### src/rtl/mantissa_adder_unit.sv
// mantissa_adder_unit: multi-cycle sliced adder for 24-bit aligned mantissas
// Ports:
//   CLK, RSTn             clock (rising edge), synchronous active-low reset
//   Adder_valid           request; held until ack is seen, drop aborts compute
//   Adder_datain1/2       operands, captured only on the accept edge
//   Adder_dataout         24-bit sum, held until the next completion
//   Adder_carryout        carry out of bit 23
//   Adder_Exc             2'b01 on zero result (when enabled), else 2'b00
//   Adder_ack             result valid, held until valid drops
//   Debug                 registered state: IDLE=0, COMPUTE=1, DONE=2
module mantissa_adder_unit #(
    parameter int SLICE_W     = 8,
    parameter bit ZERO_EXC_EN = 1'b1
) (
    input  logic        CLK,
    input  logic        RSTn,
    input  logic        Adder_valid,
    input  logic [23:0] Adder_datain1,
    input  logic [23:0] Adder_datain2,
    output logic [23:0] Adder_dataout,
    output logic        Adder_carryout,
    output logic [1:0]  Adder_Exc,
    output logic        Adder_ack,
    output logic [1:0]  Debug
);
    localparam int N  = 24 / SLICE_W;
    localparam int IW = $clog2(N) + 1;
    typedef enum logic [1:0] {IDLE = 2'd0, COMPUTE = 2'd1, DONE = 2'd2} state_t;
    state_t state, state_nxt;
    logic [23:0] op_a, op_b, sum_q, sum_nxt;
    logic carry_q, last;
    logic [IW-1:0] idx;
    logic [SLICE_W:0] slice_sum;
    assign Debug = state;
    always_comb begin
        slice_sum = {1'b0, op_a[int'(idx)*SLICE_W +: SLICE_W]}
                  + {1'b0, op_b[int'(idx)*SLICE_W +: SLICE_W]}
                  + {{SLICE_W{1'b0}}, carry_q};
        sum_nxt = sum_q;
        sum_nxt[int'(idx)*SLICE_W +: SLICE_W] = slice_sum[SLICE_W-1:0];
        last = idx == IW'(N - 1);
        state_nxt = state == IDLE    ? (Adder_valid ? COMPUTE : IDLE) :
                    state == COMPUTE ? (!Adder_valid ? IDLE : last ? DONE : COMPUTE) :
                    state == DONE    ? (Adder_valid ? DONE : IDLE) : IDLE;
    end
    always_ff @(posedge CLK)
        state <= !RSTn ? IDLE : state_nxt;
    always_ff @(posedge CLK) begin
        if (!RSTn) begin
            op_a           <= '0;
            op_b           <= '0;
            sum_q          <= '0;
            carry_q        <= 1'b0;
            idx            <= '0;
            Adder_dataout  <= '0;
            Adder_carryout <= 1'b0;
            Adder_Exc      <= 2'b00;
            Adder_ack      <= 1'b0;
        end else begin
            if (state == IDLE && Adder_valid) begin
                op_a    <= Adder_datain1;
                op_b    <= Adder_datain2;
                idx     <= '0;
                carry_q <= 1'b0;
            end
            if (state == COMPUTE && Adder_valid) begin
                sum_q   <= sum_nxt;
                carry_q <= slice_sum[SLICE_W];
                idx     <= last ? '0 : idx + 1'b1;
                // the final slice is folded in here so the full sum lands in the same edge
                if (last) begin
                    Adder_dataout  <= sum_nxt;
                    Adder_carryout <= slice_sum[SLICE_W];
                    Adder_Exc      <= (ZERO_EXC_EN && sum_nxt == 24'd0 && !slice_sum[SLICE_W]) ? 2'b01 : 2'b00;
                    Adder_ack      <= 1'b1;
                end
            end
            if (state == DONE && !Adder_valid)
                Adder_ack <= 1'b0;
        end
    end
endmodule

### config.mk
export PLATFORM = sky130hd
export DESIGN_NAME = mantissa_adder_unit
export DESIGN_NICKNAME = d
export VERILOG_FILES = /design/src/rtl/mantissa_adder_unit.sv
export SDC_FILE = /design/constraint.sdc
export NUM_CORES = 1
export LEC_CHECK = 0
export CORE_ASPECT_RATIO = 0.9
export CORE_MARGIN = 2
export CORE_UTILIZATION = 53
export CTS_CLUSTER_SIZE = 24
export DETAILED_ROUTE_END_ITERATION = 8
export PLACE_DENSITY = 0.84
export SLEW_MARGIN = 20
export SYNTH_ARGS = -nofsm -noshare
export SYNTH_HDL_FRONTEND = slang
export SYNTH_SLANG_ARGS = --single-unit
### constraint.sdc
create_clock -name CLK -period 4.4 [get_ports CLK]
set_input_delay 0.66 -clock CLK [delete_from_list [all_inputs] [get_ports CLK]]
set_output_delay 0.66 -clock CLK [all_outputs]
set_load 0.02 [all_outputs]
==> flow_metrics.env <==
export IMPL_outcome="finished clean"
export IMPL_drive_above_1_share_pct=5.60
export IMPL_clk_transition_reported_paths_ns=0.10
export IMPL_cts_tree="done"
export IMPL_ys_warn_count=0
export IMPL_power_density_nw_per_um2=321
export IMPL_grt_pass1_wl_um=19700
export IMPL_synth_main_ff_cell="dfxtp_1"
export IMPL_ys_ff_latch=105
export IMPL_rsz0062_at_grt="no"
export IMPL_min_from="op_b[5]"
export IMPL_dp_cells=784
export IMPL_avgRoutedWirePerCell_um=14.7
export IMPL_port_buffers=79
export IMPL_crit_fanout=13
export IMPL_io_pin_count=81
export IMPL_grtUsageMet2_pct=42.5
export IMPL_cp_arrival_ns=4.13
export IMPL_final_setup_viol_count=0
export IMPL_synthesis_nets=681
export IMPL_worstMarginPinSlew_ns=1.06
export IMPL_core_um2=9040
export IMPL_num_rows=33
export IMPL_root_buffer="clkbuf_8"
export IMPL_antenna_left=0
export IMPL_synth_async_reset_ratio_pct=0
export IMPL_min_path_type="flop to flop"
export IMPL_peakVddDrop_v=0.000214
export IMPL_path_class="flop to flop"
export IMPL_synth_edf_count=0
export IMPL_regArea_um2=2100
export IMPL_hold_viol_final=0
export IMPL_gp_congestion=0.849
export IMPL_die_area_um2=10100
export IMPL_dieHeight_um=95.3
export IMPL_period_share_pct=86.8
export IMPL_cts_buffers=9
export IMPL_drt_pass1_iter_count=4
export IMPL_power_mw=1.92
export IMPL_fin_crit_ns=3.82
export IMPL_grt_pass1_vias=4364
export IMPL_grt_max_degree=64
export IMPL_cts_sinks=105
export IMPL_gr_usage_met1_pct=30.1
export IMPL_cp_startpoint="idx[0]"
export IMPL_num_antenna_cells=0
export IMPL_fmax_mhz=262
export IMPL_post_cts_setup_buffers=0
export IMPL_busiest_layer="met2"
export IMPL_avgSynthCellArea_um2=7.96
export IMPL_drt_initial_drc_count=291
export IMPL_fin_tns_setup_ns=0
export IMPL_die_w_um=105
export IMPL_dp_hpwl_um=8390
export IMPL_worstSkewPairLatency_ns=0.38
export IMPL_start_kind="flop"
export IMPL_final_area_um2=5980
export IMPL_seq_area_frac_synth_pct=42.8
export IMPL_r2r_start="idx[0]"
export IMPL_track_usage_pct=24.2
export IMPL_cp_required_ns=4.71
export IMPL_syn_cell_area_um2=4910
export IMPL_wl_um=11800
export IMPL_multiInputGateArea_um2=2610
export IMPL_met3_usage_pct=3.83
export IMPL_cts_hold_buf=0
export IMPL_yosysUniqueCellTypes=53
export IMPL_initial_utilization_pct=54.3
export IMPL_syn_instance_count=617
export IMPL_h_tree_depth=3
export IMPL_vias_per_cell=5.63
export IMPL_leakagePower_nw=2.20
export IMPL_postPlaceCellArea_um2=5760
export IMPL_grt_overflow=0
export IMPL_clockBufferDepth=2
export IMPL_final_cells=800
export IMPL_report_final_slew_viol_count=0
export IMPL_relSlewSlack_pct=29.2
export IMPL_ctsResizeCount=0
export IMPL_endpoint_kind="flop"
export IMPL_clock_skew_ns=0.0115
export IMPL_area_growth_pct=21.7
export IMPL_drc=0
export IMPL_antenna_found_initial=0
export IMPL_fin_nets=737
export IMPL_n_fill_cell=757
export IMPL_dr_total_vias=4504
export IMPL_drv_cap=0
registers in the layout (all words and copies together), names as in the netlist:
| signal | cells |
|---|---|
| sum_q | 24 |
| carry_q | 1 |
| op_a | 24 |
| Adder_Exc | 1 |
| Adder_carryout | 1 |
| Adder_ack | 1 |
| idx | 3 |
| Adder_dataout | 24 |
| op_b | 24 |
| Debug | 2 |
logic make-up (layout without fill, tap and decap cells):
logic type,after synthesis,after routing,synth area share [%]
simple gates,255,255,21.9
compound gates,144,144,17.6
flops,105,105,42.8
buf+inv,51,112,4.25
mux,43,43,8.76
fa+ha+maj,13,13,3.62
xor+xnor,5,5,1.04
other cells,1,1,0.0763
worst max-delay path: stages, from the launching register on:
cell and delay (ns):
dfxtp_1 0.47, inv_1 0.41, nor2_1 0.22, a21oi_1 0.23, nor2_1 0.09, fa_1 0.43
fa_1 0.43, a21o_1 0.23, a211oi_1 0.40, o21bai_1 0.15, a211oi_1 0.33, o2111ai_1 0.20
o21ai_1 0.15
final cells by class:
| cell class | instances | share of cell area [%] |
|---|---|---|
| clock inverter | 7 | 1.67 |
| multi-input combinational | 461 | 43.7 |
| tap | 122 | 2.55 |
| timing repair buffer | 88 | 14.4 |
| inverter | 8 | 0.502 |
| clock buffer | 9 | 2.07 |
| sequential | 105 | 35.1 |
layer usage:
metal,vias up,wire [um]
met3,20,617
met1,2115,5250
met5,-,0
met4,0,184
met2,148,5710
li1,2221,-
where the power goes:
group	internal (mW)	total [mW]	leakage, nW	switching, mW
Sequential	0.978	0.996	0.854	0.0183
Clock	0.326	0.675	0.114	0.349
Combinational	0.108	0.247	1.24	0.139
per-stage QoR:
stage	setup slack [ns]	hold WS [ns]	utilization, %
after floorplan	1.16	0.436	-
after global placement	0.967	0.442	63.7
after detailed placement	0.702	0.449	63.7
after CTS	0.678	0.462	66.1
after global routing	0.271	0.480	66.1
final	0.579	0.459	66.1
worst paths after layout:
| check | slack, ns | cells after the start | to |
|---|---|---|---|
| max | 0.58 | 12 | Adder_Exc[0] |
| min reg2reg | 0.46 | 2 | op_b[5] |
| max reg2reg | 0.58 | 12 | Adder_Exc[0] |
| min | 0.46 | 2 | op_b[5] |
cells in the final DEF (no fill, tap or decap), drive strengths merged, types with 2 or more instances in the layout:
cell type      instances
clkdlybuf4s50         79
a21o                   2
inv                    9
a311oi                 6
o21a                   3
nor3                   8
nand3                  4
xnor2                  4
o21bai                 3
nor2b                  2
a31oi                  8
clkinv                 4
and3                   3
nand4                  2
dfxtp                105
buf                    9
bufinv                 2
ha                    11
o211ai                 3
a22oi                  3
fa                     2
a21oi                 75
nand2                132
o211a                  2
nand2b                 2
nand3b                 2
o21ai                 16
or4                    2
mux2i                 43
nor2                  86
o22ai                  2
nor4                   5
clkbuf                 9
a211oi                18
Yosys cell counts (all sizes together) (2+ instances only):
cell type,instances,share of area (%)
nand2,132,10
dfxtp,105,43
nor2,86,6.6
a21oi,75,7.6
mux2i,43,8.8
clkbuf,31,2.4
a211oi,18,2.8
o21ai,16,1.6
buf,12,1.3
ha,11,2.8
a31oi,8,1.0
nor3,8,0.92
a311oi,6,1.1
inv,6,0.46
nor4,5,0.76
nand3,4,0.41
xnor2,4,0.87
a22oi,3,0.56
and3,3,0.38
o211ai,3,0.46
o21a,3,0.46
o21bai,3,0.46
a21o,2,0.31
clkinv,2,0.15
fa,2,0.81
nand2b,2,0.25
nand3b,2,0.31
nand4,2,0.38
nor2b,2,0.25
o211a,2,0.41
o22ai,2,0.25
or4,2,0.38
Note: power is estimated with default switching activity, not from simulation.
